[src/rtl/fb_div_pkg.sv]
// Shared types and helpers for the PLL feedback divider.
// Optional feature macro used by this slice: FB_DIV_DUTY50_EN
// (adds a falling-edge half-cycle extender for 50 % duty on odd ratios).
package fb_div_pkg;

    // Width the ratio type is declared at; the divider itself is parameterised.
    localparam int N_W_DEFAULT = 8;

    // Smallest ratio the divider can realise (one high, one low cycle).
    localparam int DIV_MIN = 2;

    typedef logic [N_W_DEFAULT-1:0] ratio_t;

    // Ratios below DIV_MIN cannot form a period with a high and a low phase,
    // so they are raised to DIV_MIN. Works on a 32-bit zero-extended value so
    // it serves any divider width up to 32 bits.
    function automatic logic [31:0] clamp_ratio(input logic [31:0] r);
        return (r < 32'(DIV_MIN)) ? 32'(DIV_MIN) : r;
    endfunction

endpackage

[src/rtl/fb_divider_if.sv]
// Control/status bundle of the feedback divider: enable, ratio load
// handshake and the divided clock outputs.
interface fb_divider_if #(
    parameter int N_W = 8
);
    logic           en;
    logic [N_W-1:0] div_ratio;
    logic           div_load;
    logic           div_ack;
    logic           ckfb;
    logic           fb_tick;
    logic [N_W-1:0] ratio_active;

    // Loop controller side: requests ratios and enables the divider.
    modport master (
        output en,
        output div_ratio,
        output div_load,
        input  div_ack,
        input  ckfb,
        input  fb_tick,
        input  ratio_active
    );

    // Divider side.
    modport slave (
        input  en,
        input  div_ratio,
        input  div_load,
        output div_ack,
        output ckfb,
        output fb_tick,
        output ratio_active
    );
endinterface

[src/rtl/fb_div_duty.sv]
// Half-cycle high-time extender for odd divide ratios. The registered
// feedback clock is retimed on the falling VCO edge and OR-ed back in, so
// the high phase grows by half a VCO cycle while the rising edge is
// untouched. Only built when FB_DIV_DUTY50_EN is defined.
module fb_div_duty (
    input  logic clk,
    input  logic reset,
    input  logic ckfb_r,
    input  logic odd,
    output logic ckfb_out
);

    logic ext;

    // Falling-edge copy of the high phase, gated off for even ratios.
    always_ff @(negedge clk or posedge reset) begin
        if (reset) begin
            ext <= 1'b0;
        end else begin
            ext <= ckfb_r & odd;
        end
    end

    assign ckfb_out = ckfb_r | ext;

endmodule

[src/rtl/fb_divider.sv]
// Programmable integer feedback divider for the PLL loop. Divides the VCO
// clock by ratio_active and produces ckfb (high for floor(N/2) cycles) plus
// a one-cycle fb_tick at each ckfb rise. New ratios arrive through a
// load/ack handshake and are only applied at a period boundary so the
// phase detector never sees a truncated or stretched feedback period.
// Optional feature macro: FB_DIV_DUTY50_EN (50 % duty for odd ratios).
module fb_divider
    import fb_div_pkg::*;
#(
    parameter int N_W         = 8,
    parameter int DIV_DEFAULT = 16
) (
    input  logic         clk,
    input  logic         reset,
    fb_divider_if.slave  bus
);

    localparam logic [N_W-1:0] DEF_RATIO = N_W'(DIV_DEFAULT);
    localparam logic [N_W-1:0] DEF_CNT   = N_W'(DIV_DEFAULT - 1);

    logic [N_W-1:0] cnt;
    logic [N_W-1:0] cnt_next;
    logic [N_W-1:0] ratio_q;
    logic [N_W-1:0] ratio_next;
    logic [N_W-1:0] pend_ratio;
    logic [N_W-1:0] pend_ratio_next;
    logic [N_W-1:0] load_ratio;
    logic [N_W-1:0] n_eff;
    logic [N_W-1:0] half;
    logic           pend_v;
    logic           pend_v_next;
    logic           ckfb_q;
    logic           ckfb_next;
    logic           tick_q;
    logic           tick_next;
    logic           ack_q;
    logic           ack_next;
    logic           last;
    logic           wrap;
    logic           apply;

    assign load_ratio = N_W'(clamp_ratio(32'(bus.div_ratio)));

    // Period bookkeeping: wrap detection, ratio application and the
    // registered waveform values for the coming cycle.
    always_comb begin
        last  = (cnt == ratio_q - 1'b1);
        // With the divider disabled every edge behaves as a period boundary,
        // so pending ratios land immediately and re-enable starts a period.
        wrap  = !bus.en || last;
        apply = wrap && pend_v;
        n_eff = apply ? pend_ratio : ratio_q;
        half  = n_eff >> 1;

        ratio_next = n_eff;
        ack_next   = apply;

        if (bus.en) begin
            cnt_next  = last ? '0 : cnt + 1'b1;
            ckfb_next = (cnt_next < half);
            tick_next = last;
        end else begin
            // Park on the last count so the first enabled edge is a wrap.
            cnt_next  = n_eff - 1'b1;
            ckfb_next = 1'b0;
            tick_next = 1'b0;
        end
    end

    // Pending ratio register: newest load wins; a load coinciding with a
    // wrap is held for the following boundary because apply uses the old
    // pend_v.
    always_comb begin
        pend_ratio_next = pend_ratio;
        pend_v_next     = pend_v && !apply;
        if (bus.div_load) begin
            pend_ratio_next = load_ratio;
            pend_v_next     = 1'b1;
        end
    end

    // State registers on the VCO rising edge; reset discards any pending ratio.
    always_ff @(posedge clk or posedge reset) begin
        if (reset) begin
            cnt        <= DEF_CNT;
            ratio_q    <= DEF_RATIO;
            pend_ratio <= DEF_RATIO;
            pend_v     <= 1'b0;
            ckfb_q     <= 1'b0;
            tick_q     <= 1'b0;
            ack_q      <= 1'b0;
        end else begin
            cnt        <= cnt_next;
            ratio_q    <= ratio_next;
            pend_ratio <= pend_ratio_next;
            pend_v     <= pend_v_next;
            ckfb_q     <= ckfb_next;
            tick_q     <= tick_next;
            ack_q      <= ack_next;
        end
    end

`ifdef FB_DIV_DUTY50_EN
    fb_div_duty u_duty (
        .clk      (clk),
        .reset    (reset),
        .ckfb_r   (ckfb_q),
        .odd      (ratio_q[0]),
        .ckfb_out (bus.ckfb)
    );
`else
    assign bus.ckfb = ckfb_q;
`endif

    assign bus.fb_tick      = tick_q;
    assign bus.div_ack      = ack_q;
    assign bus.ratio_active = ratio_q;

endmodule

[src/flat_wrapper.sv]
// flat-port wrapper written by rule: the top's interface ports become plain ports
module fb_divider_flat import fb_div_pkg::*;
#(
    parameter int N_W         = 8,
    parameter int DIV_DEFAULT = 16
)
  (clk, reset, bus_en, bus_div_ratio, bus_div_load, bus_div_ack, bus_ckfb, bus_fb_tick, bus_ratio_active);
  fb_divider_if #(.N_W(N_W)) bus_i ();
  input  logic clk;
  input  logic reset;
  input wire logic [$bits(bus_i.en)-1:0] bus_en;
  input wire logic [$bits(bus_i.div_ratio)-1:0] bus_div_ratio;
  input wire logic [$bits(bus_i.div_load)-1:0] bus_div_load;
  output wire logic [$bits(bus_i.div_ack)-1:0] bus_div_ack;
  output wire logic [$bits(bus_i.ckfb)-1:0] bus_ckfb;
  output wire logic [$bits(bus_i.fb_tick)-1:0] bus_fb_tick;
  output wire logic [$bits(bus_i.ratio_active)-1:0] bus_ratio_active;
  assign bus_i.en = bus_en;
  assign bus_i.div_ratio = bus_div_ratio;
  assign bus_i.div_load = bus_div_load;
  assign bus_div_ack = bus_i.div_ack;
  assign bus_ckfb = bus_i.ckfb;
  assign bus_fb_tick = bus_i.fb_tick;
  assign bus_ratio_active = bus_i.ratio_active;
  fb_divider #(.N_W(N_W), .DIV_DEFAULT(DIV_DEFAULT)) u_core (.clk(clk), .reset(reset), .bus(bus_i));
endmodule
[config.mk]
export PLATFORM = sky130hd
export DESIGN_NAME = fb_divider_flat
export DESIGN_NICKNAME = d
export VERILOG_FILES = /design/src/rtl/fb_div_pkg.sv /design/src/rtl/fb_divider_if.sv /design/src/rtl/fb_div_duty.sv /design/src/rtl/fb_divider.sv /design/src/flat_wrapper.sv
export SDC_FILE = /design/constraint.sdc
export NUM_CORES = 1
export LEC_CHECK = 0
export CAP_MARGIN = 0
export CORE_MARGIN = 4
export CORE_UTILIZATION = 50
export DETAILED_ROUTE_END_ITERATION = 12
export GPL_TIMING_DRIVEN = 0
export PLACE_DENSITY = 0.76
export SLEW_MARGIN = 20
export SYNTH_ARGS = -nofsm -noshare
export SYNTH_HDL_FRONTEND = slang
export SYNTH_SLANG_ARGS = --single-unit
[constraint.sdc]
create_clock -name clk -period 5.2 [get_ports clk]
set_input_delay 1.04 -clock clk [delete_from_list [all_inputs] [get_ports clk]]
set_output_delay 1.04 -clock clk [all_outputs]
set_load 0.01 [all_outputs]
==> results of run 1 <==
[worst paths after layout]
path                                                         end  cells after the start                                  from  slack, ns
worst max-delay path                   u_core.bus.ckfb$_DFF_PP0_                     17  u_core.bus.ratio_active[0]$_DFF_PP0_       1.03
worst min register to register  u_core.pend_ratio[1]$_DFFE_PP0P_                      1      u_core.pend_ratio[1]$_DFFE_PP0P_       0.58
worst max register to register         u_core.bus.ckfb$_DFF_PP0_                     17  u_core.bus.ratio_active[0]$_DFF_PP0_       1.03
worst min-delay path            u_core.pend_ratio[1]$_DFFE_PP0P_                      1      u_core.pend_ratio[1]$_DFFE_PP0P_       0.58
min in group asynchronous       u_core.pend_ratio[7]$_DFFE_PP0P_                      2                                 reset       1.14
max in group asynchronous              u_core.bus.ckfb$_DFF_PP0_                      2                                 reset       3.67
[metal layers]
layer / track usage / part of all wire
met1: 0.248 / 0.46
met2: 0.299 / 0.45
met3: 0.0256 / 0.058
met4: 0.0772 / 0.027
met5: 0 / 0
[cells in the mapped netlist, drive strengths merged, types with 4 or more instances]
library cell | number | area share
o31ai | 4 | 0.015
xor2 | 11 | 0.049
nor2 | 16 | 0.031
o21ai | 5 | 0.013
dfrtp | 22 | 0.28
ha | 9 | 0.057
nor3 | 6 | 0.015
xnor2 | 13 | 0.058
buf | 4 | 0.021
nand2 | 9 | 0.017
mux2 | 12 | 0.069
mux2i | 9 | 0.046
nand3 | 8 | 0.020
dfstp | 6 | 0.080
inv | 8 | 0.015
clkbuf | 9 | 0.017
[sequential cells by signal, indices dropped and copies added, names as in the netlist]
register	cells
u_core.bus.fb_tick	1
u_core.bus.div_ack	1
u_core.pend_ratio	8
u_core.cnt	8
u_core.bus.ckfb	1
u_core.bus.ratio_active	8
u_core.pend_v	1
[placed cells by master (no fill, tap or decap), types with 3 or more instances in the layout]
cell type,synthesis,final
a21o_1,3,3
and3_1,3,3
clkbuf_1,9,9
clkbuf_8,0,4
clkdlybuf4s50_1,0,20
dfrtp_1,22,22
dfstp_2,6,6
ha_1,9,9
inv_1,8,7
mux2_2,11,11
mux2i_1,9,9
nand2_1,9,9
nand3_1,8,8
nor2_1,16,16
nor3_1,6,6
o211ai_1,3,3
o21a_1,3,3
o21ai_0,4,4
o31ai_1,4,4
xnor2_1,13,13
xor2_1,11,11
[stage by stage]
stage | instance area (um^2) | worst slack, ns | util | hold WS (ns) | instances
after floorplan | 1970 | 1.56 | - | 0.508 | 199
after global placement | 2230 | 1.16 | 0.595 | 0.543 | 267
after detailed placement | 2230 | 1.08 | 0.595 | 0.557 | 267
after CTS | 2280 | 1.05 | 0.610 | 0.578 | 271
after global routing | 2280 | 0.667 | 0.610 | 0.609 | 271
final | 2280 | 1.03 | 0.610 | 0.575 | 271
[cell type report]
cell class                 instances  share of cell area
buffer                            13              0.0329
inverter                           8              0.0132
timing repair buffer              20              0.0877
clock buffer                       4              0.0241
multi-input combinational        150               0.505
tap                               48              0.0263
sequential                        28               0.310
[worst max-delay path, stage by stage, from the launching register on]
cell and delay (ns):
dfrtp_1 0.49, inv_1 0.17, ha_1 0.24, nor3b_1 0.27, a21oi_1 0.10, or3b_2 0.52
a2111oi_4 0.46, o21a_1 0.18, buf_6 0.14, buf_12 0.14, mux2i_1 0.20, ha_1 0.24
o21ai_0 0.16, nand2b_1 0.08, a21oi_1 0.15, nor2_1 0.08, and3_1 0.19, a221oi_2 0.25
[kinds of logic (layout without fill, tap and decap cells)]
| logic type | count (synthesis) | in the layout |
|---|---|---|
| buffers and inverters | 21 | 45 |
| DFF | 28 | 28 |
| muxes | 21 | 21 |
| AOI/OAI and AO/OA | 37 | 37 |
| adders and majority gates | 10 | 10 |
| xor gates and xnor gates | 24 | 24 |
| and+or+nand+nor | 58 | 58 |
[where the power goes]
| part | leakage, nW | internal (mW) | switching, mW | total (mW) |
|---|---|---|---|---|
| registers | 0.325 | 0.269 | 0.0507 | 0.320 |
| logic | 0.571 | 0.196 | 0.218 | 0.413 |
| clock network | 0.0288 | 0.0679 | 0.0681 | 0.136 |
==> flow_summary.json, run 1 <==
{
  "coreArea_um2": 3740,
  "cts_resized": 0,
  "cp_max_fo": 10,
  "rsz0062_at_grt": "false",
  "max_freq_mhz": 240,
  "drt_wl_total_mm": 4.36,
  "worst_pin_slew_ns": 0.586,
  "avgSynthCellArea_um2": 9.88,
  "synthMuxAreaShare": 0.115,
  "syn_nets": 220,
  "synth_top_family_by_area": "simple AND/OR/NAND/NOR gates",
  "async_flop_share": 1.00,
  "synth_edf_count": 0,
  "finalCriticalPeriod_ns": 4.17,
  "max-slew-margin-rel": 0.609,
  "layout-drive-gt1-share": 0.148,
  "clock_latency_ns": 0.28,
  "yosysSeqAreaShare": 0.360,
  "synthCells": 199,
  "drv_cap": 0,
  "cts_buffers": 3,
  "area_delta_synth_final_pct": 16.0,
  "clock_path_buffers": 2,
  "crit_arrival_ns": 4.35,
  "die_area_um2": 5000,
  "hold_viol": 0,
  "gp_congestion": 0.839,
  "synth_seq_cells": 28,
  "grt_overflow": 0,
  "seqCellArea_um2": 708,
  "outcome": "finished clean",
  "finalCritPeriodShare": 0.803,
  "fill_cells": 351,
  "power_mw": 0.870,
  "synth_flop_cell": "dfrtp_1",
  "p_per_area_nw_per_um2": 381,
  "grt_pass1_wl_mm": 7.38,
  "yosysUniqueCellTypes": 52,
  "antenna_found_initial": 0,
  "ctsRootBufferMaster": "clkbuf_8",
  "post_synth_xor_area_fraction": 0.107,
  "cts_tree": "built",
  "cts-htree-levels": 1,
  "setup_viol": 0,
  "cp.required_ns": 5.38,
  "cts_hold_buf": 0,
  "power.leakage_nw": 0.924,
  "dr.pass1.iters": 4,
  "peakVddDrop_uv": 163,
  "maxSlewViolCount": 0,
  "post-cts-setup-buffers": 0,
  "netlist_area_um2": 1970,
  "antenna_left": 0,
  "initial_core_util": 0.525,
  "drt_iter0_drc": 129,
  "cts_sinks": 28,
  "routedWlPerCell_um": 16.1,
  "setup-tns-final_ns": 0,
  "ios": 23,
  "grt_pass1_vias": 1592,
  "end_kind": "register",
  "diodes": 0,
  "multiInputGateArea_um2": 1150,
  "drc": 0,
  "crit_type": "register to register",
  "synth_warnings": 0,
  "dieWidth_um": 70.7,
  "grt_max_degree": 29,
  "num_rows": 22,
  "dr_total_vias": 1576,
  "synth-simple-area-share": 0.152,
  "skew_ns": 0.00193,
  "min_path_type": "register to register",
  "synth_fa_ha_area_frac": 0.0623,
  "dp_hpwl_mm": 3.36,
  "die_h_um": 70.7,
  "viasPerCell": 5.82,
  "clkTransAtPathRegs_ns": 0.09,
  "grtUsageTotal": 0.185,
  "worstSetupStartpointType": "register",
  "numPortBuffers": 20,
  "fin_nets": 245,
  "synth_compound_gate_area_share": 0.151
}
Note: power is estimated with default switching activity, not from simulation.
==> run 2: changes to the inputs <==
clock period = 4.2 ns   (was 5.2 ns; I/O delays follow)
==> flow_summary.json, run 2 (synthesized netlist as in run 1, its figures left out) <==
{
  "grt_pass1_wl_mm": 7.38,
  "clock_latency_ns": 0.27,
  "cpMaxStageDelayCell": "or4_4",
  "crit_arrival_ns": 4.11,
  "worstHoldStart": "u_core.pend_ratio[1]$_DFFE_PP0P_",
  "max-slew-margin-rel": 0.609,
  "grt_max_degree": 29,
  "diodes": 0,
  "grt_overflow": 0,
  "area_delta_synth_final_pct": 16.9,
  "gp_congestion": 0.839,
  "viasPerCell": 5.81,
  "die_h_um": 70.7,
  "multiInputGateArea_um2": 1160,
  "finalNonFillerCells": 271,
  "dp_hpwl_mm": 3.36,
  "wl_met2_mm": 2.02,
  "fin_hold_ws_ns": 0.580,
  "cts_tree": "built",
  "worst-path-buf-inv": 3,
  "dr.pass1.iters": 5,
  "reg2reg_to": "u_core.bus.ckfb$_DFF_PP0_",
  "p_per_area_nw_per_um2": 469,
  "final_common_cell": "dfrtp_1",
  "r2r_cells": 16,
  "ff2ff_setup_slack_ns": 0.27,
  "power.switching_mw": 0.416,
  "power_frac_clock": 0.156,
  "setup_viol": 0,
  "path_cells": "buf_2 -> or4_4 -> a2111oi_1 -> nor2_1 -> a2111oi_4 -> o21a_1 -> buf_6 -> buf_12 -> mux2i_1 -> ha_1 -> o21ai_0 -> nand2b_1 -> a21oi_1 -> nor2_1 -> and3_1 -> a221oi_2",
  "power.leakage_nw": 0.929,
  "die_area_um2": 5000,
  "routedWlPerCell_um": 16.1,
  "cts_sinks": 28,
  "place_inst": 267,
  "maxSlewViolCount": 0,
  "switching_share": 0.386,
  "ctsRootBufferMaster": "clkbuf_8",
  "worst_pin_slew_ns": 0.585,
  "clock_path_buffers": 2,
  "ios": 23,
  "min_to": "u_core.pend_ratio[1]$_DFFE_PP0P_",
  "layout-drive-gt1-share": 0.166,
  "slowest_delay_ns": 0.45,
  "met1_length_mm": 1.92,
  "initial_core_util": 0.525,
  "seq_power_share": 0.374,
  "antenna_left": 0,
  "wl_met3_um": 303,
  "end_kind": "register",
  "combPwrFrac": 0.470,
  "grt_pass1_vias": 1592,
  "dieWidth_um": 70.7,
  "finalCritPeriodShare": 0.936,
  "crit_type": "register to register",
  "antenna_found_initial": 0,
  "cts_buffers": 3,
  "skew_ns": 0.00107,
  "coreArea_um2": 3740,
  "grtUsageTotal": 0.185,
  "seqCellArea_um2": 709,
  "cts-htree-levels": 1,
  "cpLargestDelayFamily": "compound AO/OA/AOI/OAI gates",
  "peakVddDrop_uv": 221,
  "power.internal_mw": 0.661,
  "num_rows": 22,
  "dr.max_layer_used": "met4",
  "fin_ws_ns": 0.268,
  "fin_nets": 245,
  "cp_common_cell": "nor2_1",
  "min_path_type": "register to register",
  "final_cell_mix": "dfrtp_1, clkdlybuf4s50_1, nor2_1, xnor2_1",
  "outcome": "finished clean",
  "finalCriticalPeriod_ns": 3.93,
  "fill_cells": 351,
  "numPortBuffers": 20,
  "clkTransAtPathRegs_ns": 0.09,
  "drc": 0,
  "drt_iter0_drc": 93,
  "power_mw": 1.08,
  "worstSetupStartpointType": "register",
  "hold_depth": 1,
  "preCtsSetupSlack_ns": 0.0813,
  "dr_total_vias": 1574,
  "drv_cap": 0,
  "max_freq_mhz": 254,
  "crit-reg2reg-launch": "u_core.bus.ratio_active[3]$_DFF_PP0_",
  "drt_wl_total_mm": 4.36,
  "cp.required_ns": 4.38,
  "cp_max_fo": 10,
  "hold_viol": 0
}
[run 2: cell count changes in the layout (fill, tap and decap cells not counted), sizes merged]
cell	delta
buf	+1
clkbuf	-1
[run 2: metrics by stage]
| stage | cell area, um^2 | utilization | setup TNS [ns] |
|---|---|---|---|
| 3_3_place_gp | 2230 | 0.595 | 0 |
| 6_report | 2300 | 0.614 | 0 |
| 4_1_cts | 2280 | 0.610 | 0 |
| 5_1_grt | 2300 | 0.614 | -0.0357 |
| 3_5_place_dp | 2230 | 0.595 | 0 |
| 2_1_floorplan | 1970 | - | 0 |
[run 2: worst max-delay path by stage]
stage                                          from                        end  cells past startpoint
2_1_floorplan  u_core.bus.ratio_active[0]$_DFF_PP0_  u_core.bus.ckfb$_DFF_PP0_                     17
3_3_place_gp   u_core.bus.ratio_active[0]$_DFF_PP0_  u_core.bus.ckfb$_DFF_PP0_                     17
3_5_place_dp   u_core.bus.ratio_active[0]$_DFF_PP0_  u_core.bus.ckfb$_DFF_PP0_                     17
4_1_cts        u_core.bus.ratio_active[0]$_DFF_PP0_  u_core.bus.ckfb$_DFF_PP0_                     17
5_1_grt        u_core.bus.ratio_active[3]$_DFF_PP0_  u_core.bus.ckfb$_DFF_PP0_                     16
6_report       u_core.bus.ratio_active[3]$_DFF_PP0_  u_core.bus.ckfb$_DFF_PP0_                     16
[run 2: per-layer routing]
metal	up-vias	track usage
li1	762	-
met1	739	0.248
met2	60	0.299
met3	13	0.0256
met4	0	0.0772
met5	-	0
[run 2: layout make-up]
type / count / area share
Timing Repair Buffer: 21 / 0.0904
Inverter: 8 / 0.0131
Tap cell: 48 / 0.0261
Clock buffer: 4 / 0.0240
Multi-Input combinational cell: 150 / 0.507
Buffer: 12 / 0.0310
Sequential cell: 28 / 0.309
[run 2: power groups by stage]
stage	sequential [mW]	combinational (mW)	clock, mW
floorplan	0.395	0.363	0
global placement	0.399	0.491	0
detailed placement	0.401	0.502	0
CTS	0.396	0.513	0.172
global route	0.414	0.565	0.184
finish	0.403	0.506	0.168
[run 2: worst register-to-register path: stages, from the launching register on]
cell and delay [ns]:
dfrtp_1 0.39, buf_2 0.19, or4_4 0.46, a2111oi_1 0.39
nor2_1 0.17, a2111oi_4 0.44, o21a_1 0.17, buf_6 0.14
buf_12 0.14, mux2i_1 0.20, ha_1 0.24, o21ai_0 0.16
nand2b_1 0.08, a21oi_1 0.14, nor2_1 0.08, and3_1 0.19
a221oi_2 0.25
[run 2: what timing repair did]
item / CTS / global route
setup endpoints to repair: 0 / 2
resized for setup: 0 / 3
setup buffers: 0 / 1
hold buffers: 0 / 0
==> run 3: changes to the inputs <==
CORE_ASPECT_RATIO = 1.1   (was not set)
==> flow_summary.json, run 3 (synthesized netlist as in run 1, its figures left out) <==
{
  "outcome": "finished clean",
  "cts-htree-levels": 1,
  "viasPerCell": 5.68,
  "cp.required_ns": 4.39,
  "drc": 0,
  "hold_viol": 0,
  "max-slew-margin-rel": 0.362,
  "drt_wl_total_mm": 4.34,
  "crit_type": "register to register",
  "worst_pin_slew_ns": 0.952,
  "dr.max_layer_used": "met4",
  "final_cell_mix": "dfrtp_1, clkdlybuf4s50_1, nor2_1, xnor2_1",
  "grt_overflow": 0,
  "seqCellArea_um2": 709,
  "die_h_um": 73.8,
  "finalCriticalPeriod_ns": 3.96,
  "crit_arrival_ns": 4.15,
  "power.leakage_nw": 0.927,
  "fin_ws_ns": 0.237,
  "antenna_found_initial": 0,
  "drv_cap": 0,
  "place_inst": 269,
  "initial_core_util": 0.530,
  "cts_sinks": 28,
  "ctsRootBufferMaster": "clkbuf_8",
  "fill_cells": 303,
  "coreArea_um2": 3710,
  "grt_max_degree": 29,
  "crit-reg2reg-launch": "u_core.bus.ratio_active[3]$_DFF_PP0_",
  "cts_tree": "built",
  "cpLargestDelayFamily": "compound AO/OA/AOI/OAI gates",
  "cp_max_fo": 10,
  "fin_nets": 245,
  "finalNonFillerCells": 273,
  "layout-drive-gt1-share": 0.161,
  "setup_viol": 0,
  "setup-tns-final_ns": 0,
  "rsz0062_at_grt": "false",
  "clkTransAtPathRegs_ns": 0.10,
  "path_cells": "buf_2 -> or4_4 -> a2111oi_1 -> nor2_1 -> a2111oi_4 -> o21a_1 -> buf_6 -> buf_12 -> mux2i_1 -> ha_1 -> o21ai_0 -> nand2b_1 -> a21oi_1 -> nor2_1 -> and3_1 -> a221oi_2",
  "met1_length_mm": 1.93,
  "wl_met3_um": 190,
  "gp_congestion": 0.900,
  "dr.pass1.iters": 5,
  "antenna_left": 0,
  "clock_path_buffers": 2,
  "ios": 23,
  "routedWlPerCell_um": 15.9,
  "dp_hpwl_mm": 3.32,
  "cts_buffers": 3,
  "cpMaxStageDelayCell": "or4_4",
  "max_freq_mhz": 252,
  "worst-path-buf-inv": 3,
  "cts_hold_buf": 0,
  "multiInputGateArea_um2": 1160,
  "grtUsageTotal": 0.192,
  "dieWidth_um": 67.8,
  "finalCritPeriodShare": 0.944,
  "clock_latency_ns": 0.28,
  "min_path_type": "register to register",
  "worstHoldStart": "u_core.pend_ratio[1]$_DFFE_PP0P_",
  "worstSetupStartpointType": "register",
  "startpoint": "u_core.bus.ratio_active[3]$_DFF_PP0_",
  "num_rows": 23,
  "die_area_um2": 5000,
  "grt_pass1_vias": 1495,
  "final_common_cell": "dfrtp_1",
  "dr_total_vias": 1551,
  "cp_common_cell": "nor2_1",
  "maxSlewViolCount": 0,
  "end_kind": "register",
  "skew_ns": 0.00320,
  "drt_iter0_drc": 58,
  "diodes": 0,
  "p_per_area_nw_per_um2": 467,
  "preCtsSetupSlack_ns": 0.0863,
  "fin_hold_ws_ns": 0.571,
  "wl_met2_mm": 2.15,
  "area_delta_synth_final_pct": 17.0,
  "slowest_delay_ns": 0.46,
  "peakVddDrop_uv": 290,
  "numPortBuffers": 20,
  "grt_pass1_wl_mm": 7.22
}
[run 3: cell types whose count changed in the layout (fill, tap and decap cells not counted)]
| cell | previous run | this run |
|---|---|---|
| inv_2 | 1 | 0 |
| clkinv_1 | 0 | 1 |
[run 3: final timing paths]
kind	to	slack [ns]	depth (start not counted)
setup / recovery	u_core.bus.ckfb$_DFF_PP0_	0.24	16
hold reg to reg	u_core.pend_ratio[1]$_DFFE_PP0P_	0.57	1
setup reg to reg	u_core.bus.ckfb$_DFF_PP0_	0.24	16
min in group asynchronous	u_core.pend_ratio[7]$_DFFE_PP0P_	0.96	2
hold / removal	u_core.pend_ratio[1]$_DFFE_PP0P_	0.57	1
max in group asynchronous	u_core.bus.ratio_active[0]$_DFF_PP0_	2.76	2
[run 3: per-stage QoR]
| stage | instance area, um^2 | power (mW) | utilization |
|---|---|---|---|
| finish | 2300 | 1.07 | 0.620 |
| global route | 2300 | 1.16 | 0.620 |
| CTS | 2280 | 1.07 | 0.615 |
| detailed placement | 2230 | 0.898 | 0.601 |
| global placement | 2230 | 0.889 | 0.601 |
| floorplan | 1970 | 0.758 | - |
[run 3: worst reg2reg max path: cells and delay by family, from the launching register on]
family / cells / cell delay (ns)
compound gates: 6 / 1.55
buf+inv: 3 / 0.47
fa+ha+maj: 1 / 0.25
simple gates: 5 / 1.01
flops: 1 / 0.40
mux: 1 / 0.19
[run 3: area by class of cell]
cell class | count | share of cell area
inverter | 8 | 0.0131
sequential | 28 | 0.308
tap | 50 | 0.0272
timing repair buffer | 21 | 0.0903
buffer | 12 | 0.0310
clock buffer | 4 | 0.0239
multi-input combinational | 150 | 0.506
[run 3: routing by layer]
metal | up-vias | GRT usage
met1 | 738 | 0.246
met2 | 41 | 0.329
met3 | 7 | 0.0260
met5 | - | 0
met4 | 0 | 0.0640
li1 | 765 | -
[run 3: repair_timing]
item | CTS | global route
endpoints found under the setup margin | 0 | 1
setup buffers | 0 | 1
gates resized for setup | 0 | 3
[run 3: report_power, final]
part / leakage [nW] / switching [mW] / total [mW] / internal, mW
logic: 0.575 / 0.260 / 0.503 / 0.243
clock network: 0.0288 / 0.0851 / 0.169 / 0.0841
registers: 0.323 / 0.0678 / 0.402 / 0.334
total: 0.927 / 0.413 / 1.07 / 0.661
